==> config.mk <==
export PLATFORM = sky130hd
export DESIGN_NAME = cpu_run_ctrl_flat
export DESIGN_NICKNAME = d
export VERILOG_FILES = /design/src/rtl/cpu_run_ctrl_if.sv /design/src/rtl/cpu_run_ctrl.sv /design/src/flat_wrapper.sv
export SDC_FILE = /design/constraint.sdc
export NUM_CORES = 1
export LEC_CHECK = 0
export ABC_CLOCK_PERIOD_IN_PS = 3400
export CELL_PAD_IN_SITES_DETAIL_PLACEMENT = 0
export CELL_PAD_IN_SITES_GLOBAL_PLACEMENT = 1
export CORE_MARGIN = 5
export CORE_UTILIZATION = 30
export CTS_BUF_LIST = sky130_fd_sc_hd__clkbuf_8
export CTS_CLUSTER_DIAMETER = 60
export CTS_CLUSTER_SIZE = 14
export DETAILED_ROUTE_END_ITERATION = 10
export PLACE_DENSITY_LB_ADDON = 0.1
export SLEW_MARGIN = 20
export SYNTH_ARGS = -nofsm -noshare
export SYNTH_HDL_FRONTEND = slang
export SYNTH_SLANG_ARGS = --single-unit
==> constraint.sdc <==
create_clock -name clk -period 3.4 [get_ports clk]
set_input_delay 0.51 -clock clk [delete_from_list [all_inputs] [get_ports clk]]
set_output_delay 0.51 -clock clk [all_outputs]
set_load 0.02 [all_outputs]
==> src/rtl/cpu_run_ctrl_if.sv <==
// Control/CPU-side signal bundle for cpu_run_ctrl. The master is the top-level/bench
// control plus the cpu's PC report; the slave is the run controller itself.
interface cpu_run_ctrl_if #(
  parameter int ADDR_W = 32,
  parameter int CNT_W  = 32
);
  // Handshake: start is a level request sampled only in IDLE or DONE; busy going high
  // is the acceptance. abort may be asserted at any time and is acted on at the next edge.
  logic              start;
  logic              abort;
  logic              use_boot_addr;
  logic [ADDR_W-1:0] boot_addr;
  logic [CNT_W-1:0]  cycle_limit;
  logic [ADDR_W-1:0] pc;
  logic              pc_ld;
  logic [ADDR_W-1:0] pc_data;
  logic              cpu_en;
  logic              busy;
  logic              done;
  logic              halted;
  logic              timeout;
  logic [CNT_W-1:0]  cycle_count;

  modport master (
    output start, abort, use_boot_addr, boot_addr, cycle_limit, pc,
    input  pc_ld, pc_data, cpu_en, busy, done, halted, timeout, cycle_count
  );

  modport slave (
    input  start, abort, use_boot_addr, boot_addr, cycle_limit, pc,
    output pc_ld, pc_data, cpu_en, busy, done, halted, timeout, cycle_count
  );
endinterface

==> src/rtl/cpu_run_ctrl.sv <==
// Run sequencer for the cpu: loads a boot PC, waits a settle interval, enables execution,
// then stops on a cycle limit or when the PC stays unchanged for HALT_REPEAT samples.
module cpu_run_ctrl #(
  parameter int                ADDR_W        = 32,
  parameter logic [ADDR_W-1:0] DEFAULT_PC    = 32'h0040_0020,
  parameter int                SETTLE_CYCLES = 2,
  parameter int                CNT_W         = 32,
  parameter int                MAX_CYCLES    = 160,
  parameter int                HALT_REPEAT   = 4
) (
  input  logic                 clk,
  input  logic                 rst_n,
  cpu_run_ctrl_if.slave        bus,
  output logic [2:0]           dbg_state
);

  typedef enum logic [2:0] {IDLE, LOAD, SETTLE, RUN, DONE} state_t;

  localparam int  SET_W    = (SETTLE_CYCLES > 1) ? $clog2(SETTLE_CYCLES) : 1;
  localparam bit  HALT_EN  = (HALT_REPEAT > 0);
  localparam int  REP_W    = HALT_EN ? $clog2(HALT_REPEAT + 1) : 1;
  localparam int  REP_LAST = HALT_EN ? HALT_REPEAT - 1 : 0;

  state_t            state, state_nxt;
  logic [ADDR_W-1:0] pc_data_q, pc_data_nxt;
  logic [CNT_W-1:0]  limit_q, limit_nxt;
  logic [CNT_W-1:0]  count_q, count_nxt, count_inc;
  logic [SET_W-1:0]  settle_q, settle_nxt;
  logic [REP_W-1:0]  rep_q, rep_nxt;
  logic [ADDR_W-1:0] last_pc_q, last_pc_nxt;
  logic              pc_seen_q, pc_seen_nxt;
  logic              pc_ld_q, pc_ld_nxt;
  logic              cpu_en_q, cpu_en_nxt;
  logic              busy_q, busy_nxt;
  logic              done_q, done_nxt;
  logic              halted_q, halted_nxt;
  logic              timeout_q, timeout_nxt;
  logic              halt_hit, limit_hit;

  assign count_inc = count_q + CNT_W'(1);

  always_ff @(posedge clk or negedge rst_n) begin
    if (!rst_n) begin
      state     <= IDLE;
      pc_data_q <= '0;
      limit_q   <= '0;
      count_q   <= '0;
      settle_q  <= '0;
      rep_q     <= '0;
      last_pc_q <= '0;
      pc_seen_q <= 1'b0;
      pc_ld_q   <= 1'b0;
      cpu_en_q  <= 1'b0;
      busy_q    <= 1'b0;
      done_q    <= 1'b0;
      halted_q  <= 1'b0;
      timeout_q <= 1'b0;
    end else begin
      state     <= state_nxt;
      pc_data_q <= pc_data_nxt;
      limit_q   <= limit_nxt;
      count_q   <= count_nxt;
      settle_q  <= settle_nxt;
      rep_q     <= rep_nxt;
      last_pc_q <= last_pc_nxt;
      pc_seen_q <= pc_seen_nxt;
      pc_ld_q   <= pc_ld_nxt;
      cpu_en_q  <= cpu_en_nxt;
      busy_q    <= busy_nxt;
      done_q    <= done_nxt;
      halted_q  <= halted_nxt;
      timeout_q <= timeout_nxt;
    end
  end

  always_comb begin
    state_nxt   = state;
    pc_data_nxt = pc_data_q;
    limit_nxt   = limit_q;
    count_nxt   = count_q;
    settle_nxt  = settle_q;
    rep_nxt     = rep_q;
    last_pc_nxt = last_pc_q;
    pc_seen_nxt = pc_seen_q;
    pc_ld_nxt   = 1'b0;
    cpu_en_nxt  = 1'b0;
    busy_nxt    = 1'b0;
    done_nxt    = 1'b0;
    halted_nxt  = halted_q;
    timeout_nxt = timeout_q;
    halt_hit    = 1'b0;
    limit_hit   = 1'b0;

    if (bus.abort) begin
      // cycle_count is deliberately kept so the aborted run length stays visible.
      state_nxt   = IDLE;
      halted_nxt  = 1'b0;
      timeout_nxt = 1'b0;
    end else begin
      case (state)
        IDLE, DONE: begin
          done_nxt = (state == DONE);
          if (bus.start) begin
            state_nxt   = LOAD;
            pc_data_nxt = bus.use_boot_addr ? bus.boot_addr : DEFAULT_PC;
            limit_nxt   = (bus.cycle_limit == '0) ? CNT_W'(MAX_CYCLES) : bus.cycle_limit;
            count_nxt   = '0;
            halted_nxt  = 1'b0;
            timeout_nxt = 1'b0;
            pc_ld_nxt   = 1'b1;
            busy_nxt    = 1'b1;
            done_nxt    = 1'b0;
          end
        end
        LOAD: begin
          state_nxt  = SETTLE;
          settle_nxt = '0;
          busy_nxt   = 1'b1;
        end
        SETTLE: begin
          busy_nxt = 1'b1;
          if (settle_q == SET_W'(SETTLE_CYCLES - 1)) begin
            state_nxt   = RUN;
            cpu_en_nxt  = 1'b1;
            pc_seen_nxt = 1'b0;
            rep_nxt     = '0;
          end else begin
            settle_nxt = settle_q + SET_W'(1);
          end
        end
        RUN: begin
          busy_nxt    = 1'b1;
          cpu_en_nxt  = 1'b1;
          count_nxt   = count_inc;
          last_pc_nxt = bus.pc;
          pc_seen_nxt = 1'b1;
          // The first RUN edge has no previous sample, so it only captures pc.
          if (HALT_EN && pc_seen_q) begin
            if (bus.pc == last_pc_q) begin
              rep_nxt  = rep_q + REP_W'(1);
              halt_hit = (rep_q == REP_W'(REP_LAST));
            end else begin
              rep_nxt = '0;
            end
          end
          limit_hit = (count_inc == limit_q);
          if (halt_hit || limit_hit) begin
            state_nxt   = DONE;
            cpu_en_nxt  = 1'b0;
            busy_nxt    = 1'b0;
            done_nxt    = 1'b1;
            halted_nxt  = halt_hit;
            timeout_nxt = !halt_hit;
          end
        end
        default: state_nxt = IDLE;
      endcase
    end
  end

  assign bus.pc_ld       = pc_ld_q;
  assign bus.pc_data     = pc_data_q;
  assign bus.cpu_en      = cpu_en_q;
  assign bus.busy        = busy_q;
  assign bus.done        = done_q;
  assign bus.halted      = halted_q;
  assign bus.timeout     = timeout_q;
  assign bus.cycle_count = count_q;
  assign dbg_state       = state;

endmodule

==> src/flat_wrapper.sv <==
// flat-port wrapper written by rule: the top's interface ports become plain ports
module cpu_run_ctrl_flat 
#(
  parameter int                ADDR_W        = 32,
  parameter logic [ADDR_W-1:0] DEFAULT_PC    = 32'h0040_0020,
  parameter int                SETTLE_CYCLES = 2,
  parameter int                CNT_W         = 32,
  parameter int                MAX_CYCLES    = 160,
  parameter int                HALT_REPEAT   = 4
)
  (clk, rst_n, dbg_state, bus_start, bus_abort, bus_use_boot_addr, bus_boot_addr, bus_cycle_limit, bus_pc, bus_pc_ld, bus_pc_data, bus_cpu_en, bus_busy, bus_done, bus_halted, bus_timeout, bus_cycle_count);
  cpu_run_ctrl_if #(.ADDR_W(ADDR_W), .CNT_W(CNT_W)) bus_i ();
  input  logic clk;
  input  logic rst_n;
  output logic [2:0] dbg_state;
  input wire logic [$bits(bus_i.start)-1:0] bus_start;
  input wire logic [$bits(bus_i.abort)-1:0] bus_abort;
  input wire logic [$bits(bus_i.use_boot_addr)-1:0] bus_use_boot_addr;
  input wire logic [$bits(bus_i.boot_addr)-1:0] bus_boot_addr;
  input wire logic [$bits(bus_i.cycle_limit)-1:0] bus_cycle_limit;
  input wire logic [$bits(bus_i.pc)-1:0] bus_pc;
  output wire logic [$bits(bus_i.pc_ld)-1:0] bus_pc_ld;
  output wire logic [$bits(bus_i.pc_data)-1:0] bus_pc_data;
  output wire logic [$bits(bus_i.cpu_en)-1:0] bus_cpu_en;
  output wire logic [$bits(bus_i.busy)-1:0] bus_busy;
  output wire logic [$bits(bus_i.done)-1:0] bus_done;
  output wire logic [$bits(bus_i.halted)-1:0] bus_halted;
  output wire logic [$bits(bus_i.timeout)-1:0] bus_timeout;
  output wire logic [$bits(bus_i.cycle_count)-1:0] bus_cycle_count;
  assign bus_i.start = bus_start;
  assign bus_i.abort = bus_abort;
  assign bus_i.use_boot_addr = bus_use_boot_addr;
  assign bus_i.boot_addr = bus_boot_addr;
  assign bus_i.cycle_limit = bus_cycle_limit;
  assign bus_i.pc = bus_pc;
  assign bus_pc_ld = bus_i.pc_ld;
  assign bus_pc_data = bus_i.pc_data;
  assign bus_cpu_en = bus_i.cpu_en;
  assign bus_busy = bus_i.busy;
  assign bus_done = bus_i.done;
  assign bus_halted = bus_i.halted;
  assign bus_timeout = bus_i.timeout;
  assign bus_cycle_count = bus_i.cycle_count;
  cpu_run_ctrl #(.ADDR_W(ADDR_W), .DEFAULT_PC(DEFAULT_PC), .SETTLE_CYCLES(SETTLE_CYCLES), .CNT_W(CNT_W), .MAX_CYCLES(MAX_CYCLES), .HALT_REPEAT(HALT_REPEAT)) u_core (.clk(clk), .rst_n(rst_n), .bus(bus_i), .dbg_state(dbg_state));
endmodule
# After elaboration in Yosys (flattened, before gate mapping)
# Index checks and enable logic that the tools add are counted.
dict set report word_totals {
  ff_bits 142
  input_bits 101
  output_inout_bits 73
  word_cells 90
}
dict set report classes {
  n_addsub 3
  eq_ne 13
  n_mux 41
  bitwise_logic 1
  reduce_logical 18
}
# op n
set op_table {}
lappend op_table {{32-bit two-way mux} 3}
lappend op_table {{32-bit equality test} 2}
lappend op_table {{32-bit one-hot mux with 2 select lines} 1}
lappend op_table {{32-bit by 1-bit adder with 32-bit output, second input constant} 1}
lappend op_table {{32-bit zero test} 1}
lappend op_table {{1-bit two-way mux} 21}
lappend op_table {{3-bit two-way mux} 7}
lappend op_table {{3-bit AND reduction} 5}
lappend op_table {{1-bit one-hot mux with 2 select lines} 6}
lappend op_table {{3-bit one-hot mux with 4 select lines} 1}
lappend op_table {{3-bit by 2-bit equality test with 1-bit output, second input constant} 3}
lappend op_table {{3-bit by 2-bit != test with 1-bit output, second input constant} 2}
lappend op_table {{3-bit one-hot mux with 2 select lines} 1}
lappend op_table {{2-bit nonzero test} 3}
lappend op_table {{2-bit by 1-bit != test with 1-bit output, second input constant} 2}
lappend op_table {{2-bit AND reduction} 2}
lappend op_table {{4-bit AND reduction} 1}
lappend op_table {{2-bit OR reduction} 2}
lappend op_table {{3-bit by 1-bit adder with 3-bit output, second input constant} 1}
lappend op_table {{3-bit by 1-bit equality test with 1-bit output, second input constant} 1}
lappend op_table {{3-bit equality test, second input constant} 1}
lappend op_table {{3-bit zero test} 1}
lappend op_table {{3-bit != test, second input constant} 1}
lappend op_table {{1-bit one-hot mux with 3 select lines} 1}
lappend op_table {{6 further kinds} 6}

# Longest topological paths before layout
# Gate-level depths: netlist of the first run.
dict set report depth {
  ltp_word 9
  ltp_mapped 10
  ltp_nobuf 9
}

# Worst setup path after synthesis of the first run
# OpenSTA, ideal clock, no wires.
dict set report synth_path {
  kind {register to register}
  from {reg u_core.count_q[0] (netlist: u_core.bus.cycle_count[0])}
  to {reg u_core.halted_q (netlist: u_core.bus.halted)}
  setup_ns 0.121
  arrival_ns 2.914
  t_required_ns 3.279
  slack_ns 0.365
  path_stages_with_launch 10
  n_path_buf 0
  period_less_slack_ns 3.035
  path_cell_list {dfrtp_1 > ha_1 > nand3_2 > or4_4 > or3_1 > a211oi_2 > o2111ai_1 > nor4_2 > o21ai_1 > a22o_1}
}
dict set report synth_between {
  elab_chain_len 5
}
# item line_no
set synth_lines {}
lappend synth_lines {{from (decl)} cpu_run_ctrl.sv:27} ;# logic [CNT_W-1:0] count_q, count_nxt, count_inc;
lappend synth_lines {{from (signal assigned)} cpu_run_ctrl.sv:62} ;# count_q <= count_nxt;
lappend synth_lines {{32-bit by 1-bit adder with 32-bit output} cpu_run_ctrl.sv:40} ;# assign count_inc = count_q + CNT_W'(1);
lappend synth_lines {{32-bit equality test} cpu_run_ctrl.sv:146} ;# limit_hit = (count_inc == limit_q);
lappend synth_lines {{1-bit logical OR} cpu_run_ctrl.sv:147} ;# if (halt_hit || limit_hit) begin
lappend synth_lines {{3-bit by 2-bit != test with 1-bit output (no line)} -}
lappend synth_lines {{3-bit AND reduction (no line)} -}
lappend synth_lines {{to (signal assigned)} cpu_run_ctrl.sv:71} ;# halted_q <= halted_nxt;
lappend synth_lines {{to (decl)} cpu_run_ctrl.sv:36} ;# logic halted_q, halted_nxt;
# No other way between the ends.
# A chain may end at the register's enable or synchronous reset.

# Final worst setup path of the first run
# Ends and elaborated chain as after synthesis.

==> results of run 1 <==
sequential cells by signal, indices dropped and copies added (netlist names):
name                    cells
u_core.bus.done             1
u_core.bus.busy             1
u_core.last_pc_q           32
u_core.settle_q             1
u_core.bus.cycle_count     32
u_core.rep_q                3
u_core.bus.timeout          1
u_core.dbg_state            3
u_core.bus.pc_data         32
u_core.bus.cpu_en           1
u_core.bus.halted           1
u_core.pc_seen_q            1
u_core.bus.pc_ld            1
u_core.limit_q             32
metal layers:
metal	global-route usage [%]	share of wire [%]	routed length (um)
met5	0	0	0
met4	3.46	1.0	230
met3	4.81	6.3	1420
met2	24.3	44	9820
met1	23.4	49	11100
final cells by class:
| cell class | instances | area, sq um |
|---|---|---|
| clock inverters | 15 | 151 |
| fillers | 2465 | 14400 |
| well taps | 324 | 405 |
| flip-flops and latches | 142 | 3550 |
| repair buffers | 199 | 1950 |
| multi-input cells | 673 | 3600 |
| inverters | 12 | 45.0 |
| clock buffers | 17 | 234 |
power groups by stage:
stage	clock network [uW]	registers (uW)	logic (uW)
after floorplan	0	2260	547
after global placement	0	2230	1080
after detailed placement	0	2230	1080
after CTS	1410	2200	1090
after global routing	1470	2240	1210
final	1350	2200	1070
stage by stage:
| stage | setup WS [ns] | cells | cell area (sq um) | util [%] |
|---|---|---|---|---|
| 2_1_floorplan | 0.365 | 881 | 7410 | - |
| 3_3_place_gp | 0.331 | 1350 | 9560 | 39.3 |
| 3_5_place_dp | 0.243 | 1350 | 9560 | 39.3 |
| 4_1_cts | 0.236 | 1382 | 9950 | 40.9 |
| 5_1_grt | 0.0305 | 1382 | 9950 | 40.9 |
| 6_report | 0.247 | 1382 | 9950 | 40.9 |
worst max path at each step:
| stage | from | end | slack [ns] | depth (start not counted) |
|---|---|---|---|---|
| after floorplan | u_core.bus.cycle_count[0] | u_core.bus.halted | 0.36 | 9 |
| after global placement | u_core.bus.cycle_count[0] | u_core.bus.halted | 0.33 | 10 |
| after detailed placement | u_core.bus.cycle_count[0] | u_core.bus.halted | 0.24 | 10 |
| after CTS | u_core.bus.cycle_count[0] | u_core.bus.halted | 0.24 | 10 |
| after global routing | u_core.bus.cycle_count[0] | u_core.dbg_state[0] | 0.03 | 10 |
| final | u_core.bus.cycle_count[0] | u_core.bus.halted | 0.25 | 10 |
layout by cell type (no fill, tap or decap), types with 5 or more instances in the layout:
master	synthesis	routed
nand2_1	284	284
clkdlybuf4s50_1	0	172
dfrtp_1	142	142
o21ai_0	81	81
xor2_1	46	46
nor2_1	42	41
nor4_1	25	25
buf_4	2	24
xnor2_1	23	23
nand3_1	22	21
nand4_1	19	19
clkbuf_8	0	17
a21oi_1	15	15
o31ai_1	14	14
inv_1	12	12
a31oi_1	10	10
and3_1	8	8
nor3_1	6	6
o41ai_1	6	6
or4_1	5	5
or3_1	5	5
inv_6	0	5
kinds of logic after synthesis:
| logic type | share of synthesized area (%) |
|---|---|
| XOR/XNOR | 8.15 |
| AND/OR/NAND/NOR | 27.2 |
| buffers and inverters | 3.58 |
| multiplexers | 0.287 |
| flip-flops | 47.9 |
| adder cells (fa/ha/maj) | 0.507 |
| AO/OA/AOI/OAI | 12.3 |
==> flow_summary.json, run 1 <==
{
  "drt_iter0_drc": 368,
  "n_antenna_cell": 0,
  "htree_levels": 4,
  "power.switching_uw": 1500,
  "peakVddDrop_mv": 0.193,
  "max_freq_mhz": 317,
  "ys_ff_latch": 142,
  "cts_tree": "done",
  "clk_latency_ns": 0.45,
  "cts_setup_buffers": 0,
  "clockPowerShare_pct": 29.2,
  "wire_per_inst_um": 16.3,
  "holdWs_ns": 0.0197,
  "drive_above_1_share_pct": 7.09,
  "worst_clock_skew_ns": 0.0151,
  "core_area_sq_um": 24300,
  "cap_violations": 0,
  "fin_crit_sh_pct": 92.7,
  "area_growth_pct": 34.2,
  "synth_area_leaders": "dfrtp_1 (48%), nand2_1 (14%), o21ai_0 (5.5%)",
  "drt_first_pass_iters": 6,
  "sequentialPowerShare_pct": 47.7,
  "syn_nets": 985,
  "ys.flop_type": "dfrtp_1",
  "place.gp.congestion": 0.821,
  "synth_enable_flop_cells": 0,
  "setup_violations": 0,
  "crit_arrival_ns": 3.49,
  "end_kind": "flop",
  "criticalPathCategory": "reg2reg",
  "dpl.hpwl_mm": 16.5,
  "synth_area_leader_cell": "dfrtp_1",
  "first_global_vias": 6573,
  "start_util_pct": 30.5,
  "crit_family": "simple AND/OR/NAND/NOR gates",
  "worst_slew_pin_slew_ns": 0.852,
  "slowest_stage": "or4_4",
  "min_path_type": "in2async",
  "hold_viol": 0,
  "grt_pass1_wl_mm": 36.8,
  "crit_fanout": 8,
  "cts_resized": 0,
  "drc": 0,
  "reg2reg_to": "u_core.bus.halted",
  "async_flop_share_pct": 100,
  "rsz0062_at_grt": "false",
  "cts_sinks": 142,
  "crit_buf_inv": 1,
  "syn_area_per_cell_sq_um": 8.41,
  "antenna_violating_nets_post_route": 0,
  "syn-instance-count": 881,
  "slew_viol_final": 0,
  "ys_warn_count": 0,
  "yosysMostFrequentCell": "nand2_1",
  "total_power_uw": 4610,
  "grt_max_degree": 92,
  "crit_path_start_kind": "flop",
  "cts_hold_buffers": 0,
  "crit_chain": "ha_1, nand3_2, or4_4, or3_1, a211oi_2, o2111ai_1, nor4_2, buf_4, o21ai_1, a22o_1",
  "overflow": 0,
  "pwr-share-comb_pct": 23.2,
  "chipWidth_um": 167,
  "ys_seq_area_share_pct": 47.9,
  "nets": 1149,
  "reg2reg_from": "u_core.bus.cycle_count[0]",
  "die_y_um": 167,
  "p_leak_uw": 0.00439,
  "swShare_pct": 32.6,
  "synthTopCellsByCount": "nand2_1 (284), dfrtp_1 (142), o21ai_0 (81)",
  "dieArea_sq_um": 27900,
  "synth.top_cell.area_share_pct": 47.9,
  "setup_tns_ns": 0,
  "intPower_uw": 3110,
  "io_pins": 174,
  "ctsRootBufferMaster": "clkbuf_8",
  "synth_cell_types": 58,
  "status": "finished clean",
  "antenna_found_initial": 0,
  "vias_per_cell": 4.69,
  "num_rows": 57,
  "relSlewSlack_pct": 43.2,
  "syn_area_sq_um": 7410,
  "cts_made_buffers": 17,
  "totalWireLength_mm": 22.5,
  "ff2ff_path_depth": 10,
  "track_usage_pct": 16.2,
  "period_needed_ns": 3.15,
  "cts_buffer_depth": 2,
  "io_buffers": 173,
  "reg2reg_slack_ns": 0.25,
  "power.density_nw_per_um2": 464,
  "slowest_delay_ns": 0.62,
  "clk_pin_slew_ns": 0.09,
  "crit_required_ns": 3.74,
  "vias": 6485
}
Power figures use the tool's default switching activity.
==> run 2: changes to the inputs <==
--- a/config.mk
+++ b/config.mk
@@ -5,13 +5,13 @@
 export SDC_FILE = /design/constraint.sdc
 export NUM_CORES = 1
 export LEC_CHECK = 0
-export ABC_CLOCK_PERIOD_IN_PS = 3400
+export ABC_CLOCK_PERIOD_IN_PS = 3300
 export CELL_PAD_IN_SITES_DETAIL_PLACEMENT = 0
 export CELL_PAD_IN_SITES_GLOBAL_PLACEMENT = 1
 export CORE_MARGIN = 5
 export CORE_UTILIZATION = 30
 export CTS_BUF_LIST = sky130_fd_sc_hd__clkbuf_8
-export CTS_CLUSTER_DIAMETER = 60
+export CTS_CLUSTER_DIAMETER = 150
 export CTS_CLUSTER_SIZE = 14
 export DETAILED_ROUTE_END_ITERATION = 10
 export PLACE_DENSITY_LB_ADDON = 0.1
==> constraint.sdc (replaced) <==
create_clock -name clk -period 3.3 [get_ports clk]
set_input_delay 0.495 -clock clk [delete_from_list [all_inputs] [get_ports clk]]
set_output_delay 0.495 -clock clk [all_outputs]
set_load 0.02 [all_outputs]
==> run 2 against run 1 <==
  * Critical path depth unchanged
  * Via count increased by 1.6%
  * Largest power group unchanged
  * Sequential power up 3%
  * Non-clock buffer count grew 6
  * Total power grew 2.1%
  * Cell count is 0.43% higher
  * Count of clock-buffer cells in the layout rose by 3
  * Combinational power rose by 4%
  * Fmax up 1.0%
  * Utilization is 0.19 points higher
==> flow_summary.json, run 2 (synthesis results as in run 1) <==
{
  "holdWs_ns": 0.0339,
  "wire_per_inst_um": 16.6,
  "power.density_nw_per_um2": 471,
  "relSlewSlack_pct": 54.5,
  "drc": 0,
  "place.gp.congestion": 0.796,
  "drt_first_pass_iters": 5,
  "worst_clock_skew_ns": 0.0126,
  "num_rows": 57,
  "hold_viol": 0,
  "dieArea_sq_um": 27900,
  "io_pins": 174,
  "track_usage_pct": 16.5,
  "total_power_uw": 4710,
  "period_needed_ns": 3.12,
  "cts_made_buffers": 17,
  "grt_pass1_wl_mm": 37.3,
  "cap_violations": 0,
  "start_util_pct": 30.5,
  "drive_above_1_share_pct": 7.61,
  "fin_crit_sh_pct": 94.6,
  "min_path_type": "in2async",
  "antenna_found_initial": 0,
  "n_antenna_cell": 0,
  "layout_commonest_cell": "nand2_1",
  "rsz0062_at_grt": "false",
  "dpl.hpwl_mm": 16.8,
  "final_cell_area_sq_um": 9990,
  "first_global_vias": 6697,
  "slew_viol_final": 0,
  "cts_resized": 0,
  "antenna_violating_nets_post_route": 0,
  "max_freq_mhz": 320,
  "cts_sinks": 142,
  "crit_path_start_kind": "flop",
  "crit_arrival_ns": 3.47,
  "final_cell_mix": "nand2_1 (284), clkdlybuf4s50_1 (172), dfrtp_1 (142)",
  "io_buffers": 173,
  "drt_iter0_drc": 366,
  "crit_required_ns": 3.65,
  "setup_tns_ns": 0,
  "htree_levels": 4,
  "cts_setup_buffers": 0,
  "area_growth_pct": 34.8,
  "fin_ws_ns": 0.179,
  "p_leak_uw": 0.00442,
  "cts_buffer_depth": 2,
  "ctsRootBufferMaster": "clkbuf_8",
  "setup_violations": 0,
  "criticalPathCategory": "reg2reg",
  "cts_tree": "done",
  "clk_latency_ns": 0.45,
  "pre_cts_ws_ns": 0.182,
  "worst_slew_pin_slew_ns": 0.683,
  "nets": 1155,
  "chipWidth_um": 167,
  "overflow": 0,
  "core_area_sq_um": 24300,
  "vias": 6592,
  "grt_max_degree": 89,
  "peakVddDrop_mv": 0.191,
  "cts_hold_buffers": 0,
  "crit_fanout": 8,
  "dpl_cell_area_sq_um": 9620,
  "vias_per_cell": 4.75,
  "clk_pin_slew_ns": 0.09,
  "die_y_um": 167,
  "end_kind": "flop",
  "status": "finished clean",
  "totalWireLength_mm": 23.0
}
run 2: area by class of cell:
| cell class | instances | area (sq um) |
|---|---|---|
| clock buffers | 20 | 275 |
| clock inverters | 12 | 97.6 |
| fillers | 2488 | 14300 |
| inverters | 12 | 45.0 |
| multi-input cells | 673 | 3600 |
| flip-flops and latches | 142 | 3550 |
| well taps | 324 | 405 |
| repair buffers | 205 | 2010 |
run 2: final timing paths:
check | from | slack, ns | cells after the start | endpoint
setup / recovery | u_core.bus.cycle_count[0] | 0.18 | 10 | u_core.bus.halted
max in group asynchronous | rst_n | 2.48 | 2 | u_core.limit_q[30]
setup reg to reg | u_core.bus.cycle_count[0] | 0.18 | 10 | u_core.bus.halted
hold / removal | rst_n | 0.03 | 1 | u_core.last_pc_q[31]
min in group clk | u_core.bus.pc_data[8] | 0.48 | 2 | u_core.bus.pc_data[8]
hold reg to reg | u_core.bus.pc_data[8] | 0.48 | 2 | u_core.bus.pc_data[8]
run 2: critical path, cell delays in order (launching register included):
cell and delay (ns):
dfrtp_1 0.49, ha_1 0.24, nand3_2 0.16, or4_4 0.61, or3_1 0.34, a211oi_2 0.25
o2111ai_1 0.16, nor4_2 0.32, buf_4 0.20, o21ai_1 0.07, a22o_1 0.19
run 2: report_power, final:
| group | switching, uW | internal, uW |
|---|---|---|
| Combinational | 561 | 544 |
| Clock | 748 | 596 |
| Sequential | 223 | 2040 |
run 2: layer usage:
layer / vias to the layer above / routed length [um] / global-route usage [%]
li1: 3343 / - / -
met1: 3069 / 11200 / 22.9
met2: 166 / 10100 / 25.4
met3: 14 / 1440 / 5.16
met4: 0 / 223 / 3.85
met5: - / 0 / 0
run 2: through the flow:
step | instances | util (%)
floorplan | 881 | -
global route | 1388 | 41.1
finish | 1388 | 41.1
global placement | 1356 | 39.6
CTS | 1388 | 41.1
detailed placement | 1356 | 39.6
==> run 3: changes to the inputs <==
--- a/config.mk
+++ b/config.mk
@@ -5,11 +5,11 @@
 export SDC_FILE = /design/constraint.sdc
 export NUM_CORES = 1
 export LEC_CHECK = 0
-export ABC_CLOCK_PERIOD_IN_PS = 3300
+export ABC_CLOCK_PERIOD_IN_PS = 3100
 export CELL_PAD_IN_SITES_DETAIL_PLACEMENT = 0
 export CELL_PAD_IN_SITES_GLOBAL_PLACEMENT = 1
 export CORE_MARGIN = 5
-export CORE_UTILIZATION = 30
+export CORE_UTILIZATION = 38
 export CTS_BUF_LIST = sky130_fd_sc_hd__clkbuf_8
 export CTS_CLUSTER_DIAMETER = 150
 export CTS_CLUSTER_SIZE = 14
==> constraint.sdc (replaced) <==
create_clock -name clk -period 3.1 [get_ports clk]
set_input_delay 0.465 -clock clk [delete_from_list [all_inputs] [get_ports clk]]
set_output_delay 0.465 -clock clk [all_outputs]
set_load 0.02 [all_outputs]
==> run 3 against run 2 <==
  * Critical path depth fell by 1
  * Routed wire length fell by 6.1%
  * Total power rose by 8.7%
  * Via count rose by 0.35%
  * Sequential cell count did not move
  * Largest cell class unchanged
  * Largest power group unchanged
  * Highest routed layer unchanged
==> flow_summary.json, run 3 (synthesis results as in run 1) <==
{
  "dieArea_sq_um": 22400,
  "antenna_found_initial": 0,
  "layout_commonest_cell": "nand2_1",
  "nets": 1163,
  "grt_max_degree": 73,
  "chipWidth_um": 150,
  "crit_path_start_kind": "flop",
  "crit_required_ns": 3.44,
  "first_global_vias": 6462,
  "track_usage_pct": 19.3,
  "fin_crit_sh_pct": 93.6,
  "cts_tree": "done",
  "fill_cells": 1871,
  "drc": 0,
  "drt_iter0_drc": 410,
  "worst_slew_pin_slew_ns": 0.708,
  "max_freq_mhz": 345,
  "worst_clock_skew_ns": 0.0100,
  "end_kind": "flop",
  "cts_made_buffers": 17,
  "reg2reg_slack_ns": 0.20,
  "n_antenna_cell": 0,
  "ctsRootBufferMaster": "clkbuf_8",
  "grt_pass1_wl_mm": 34.4,
  "antenna_violating_nets_post_route": 0,
  "die_y_um": 150,
  "peakVddDrop_mv": 0.291,
  "criticalPathCategory": "reg2reg",
  "drt_first_pass_iters": 5,
  "htree_levels": 4,
  "overflow": 0,
  "num_rows": 51,
  "crit_arrival_ns": 3.24,
  "setup_tns_ns": 0,
  "wire_per_inst_um": 16.1,
  "cts_sinks": 142,
  "crit_fanout": 10,
  "cts_buffer_depth": 2,
  "min_path_type": "in2async",
  "start_util_pct": 38.3,
  "clk_pin_slew_ns": 0.09,
  "place.gp.congestion": 0.925,
  "io_buffers": 173,
  "drive_above_1_share_pct": 8.40,
  "hold_viol": 0,
  "cap_violations": 0,
  "relSlewSlack_pct": 52.8,
  "cts_resized": 0,
  "p_leak_uw": 0.00448,
  "rsz0062_at_grt": "false",
  "status": "finished clean",
  "clk_latency_ns": 0.45,
  "cts_hold_buffers": 0,
  "final_cell_mix": "nand2_1 (284), clkdlybuf4s50_1 (172), dfrtp_1 (141)",
  "vias_per_cell": 4.95,
  "cts_setup_buffers": 0,
  "area_growth_pct": 35.1,
  "setup_violations": 0,
  "dpl.hpwl_mm": 15.7,
  "power.density_nw_per_um2": 511,
  "slew_viol_final": 0,
  "core_area_sq_um": 19300,
  "io_pins": 174,
  "vias": 6615,
  "total_power_uw": 5120,
  "pre_cts_ws_ns": 0.170,
  "period_needed_ns": 2.90,
  "totalWireLength_mm": 21.6,
  "fin_ws_ns": 0.200,
  "holdWs_ns": 0.0129
}
[run 3: per-stage QoR]
stage / util (%) / instances / area, sq um
2_1_floorplan: - / 881 / 7410
3_3_place_gp: 49.7 / 1305 / 9610
3_5_place_dp: 49.7 / 1305 / 9610
4_1_cts: 51.8 / 1337 / 10000
5_1_grt: 51.8 / 1337 / 10000
6_report: 51.8 / 1337 / 10000
[run 3: layout make-up]
class	count	area, sq um	area share (%)
Sequential cell	142	3550	35.5
Inverter	12	45.0	0.450
Timing Repair Buffer	213	2070	20.7
Clock inverter	14	158	1.57
Tap cell	265	332	3.31
Multi-Input combinational cell	673	3600	36.0
Clock buffer	18	248	2.47
[run 3: worst max-delay path, cell delays in order, from the launching register on]
cell and delay (ns):
dfrtp_1 0.58, nand4_4 0.18, or4_4 0.56, or3_1 0.35, a211oi_2 0.25, o2111ai_1 0.16, nor4_2 0.28, buf_4 0.18
o21ai_1 0.07, a22o_1 0.19
[run 3: final timing paths]
check / startpoint / end / depth (start not counted)
worst max-delay path: u_core.bus.cycle_count[12] / u_core.bus.halted / 9
min in group clk: u_core.bus.pc_data[7] / u_core.bus.pc_data[7] / 2
max in group asynchronous: rst_n / u_core.bus.pc_data[4] / 2
worst min register to register: u_core.bus.pc_data[7] / u_core.bus.pc_data[7] / 2
worst min-delay path: rst_n / u_core.last_pc_q[31] / 1
worst max register to register: u_core.bus.cycle_count[12] / u_core.bus.halted / 9
[run 3: layer usage]
metal	global-route usage [%]	part of all wire [%]	wire, um
met1	26.8	47	10200
met2	28.9	44	9420
met3	6.75	8.2	1770
met4	5.26	1.2	256
met5	0	0	0
[run 3: where the power goes]
group	switching (uW)	internal (uW)
clock	785	751
sequential	242	2170
combinational	590	581
total	1620	3500
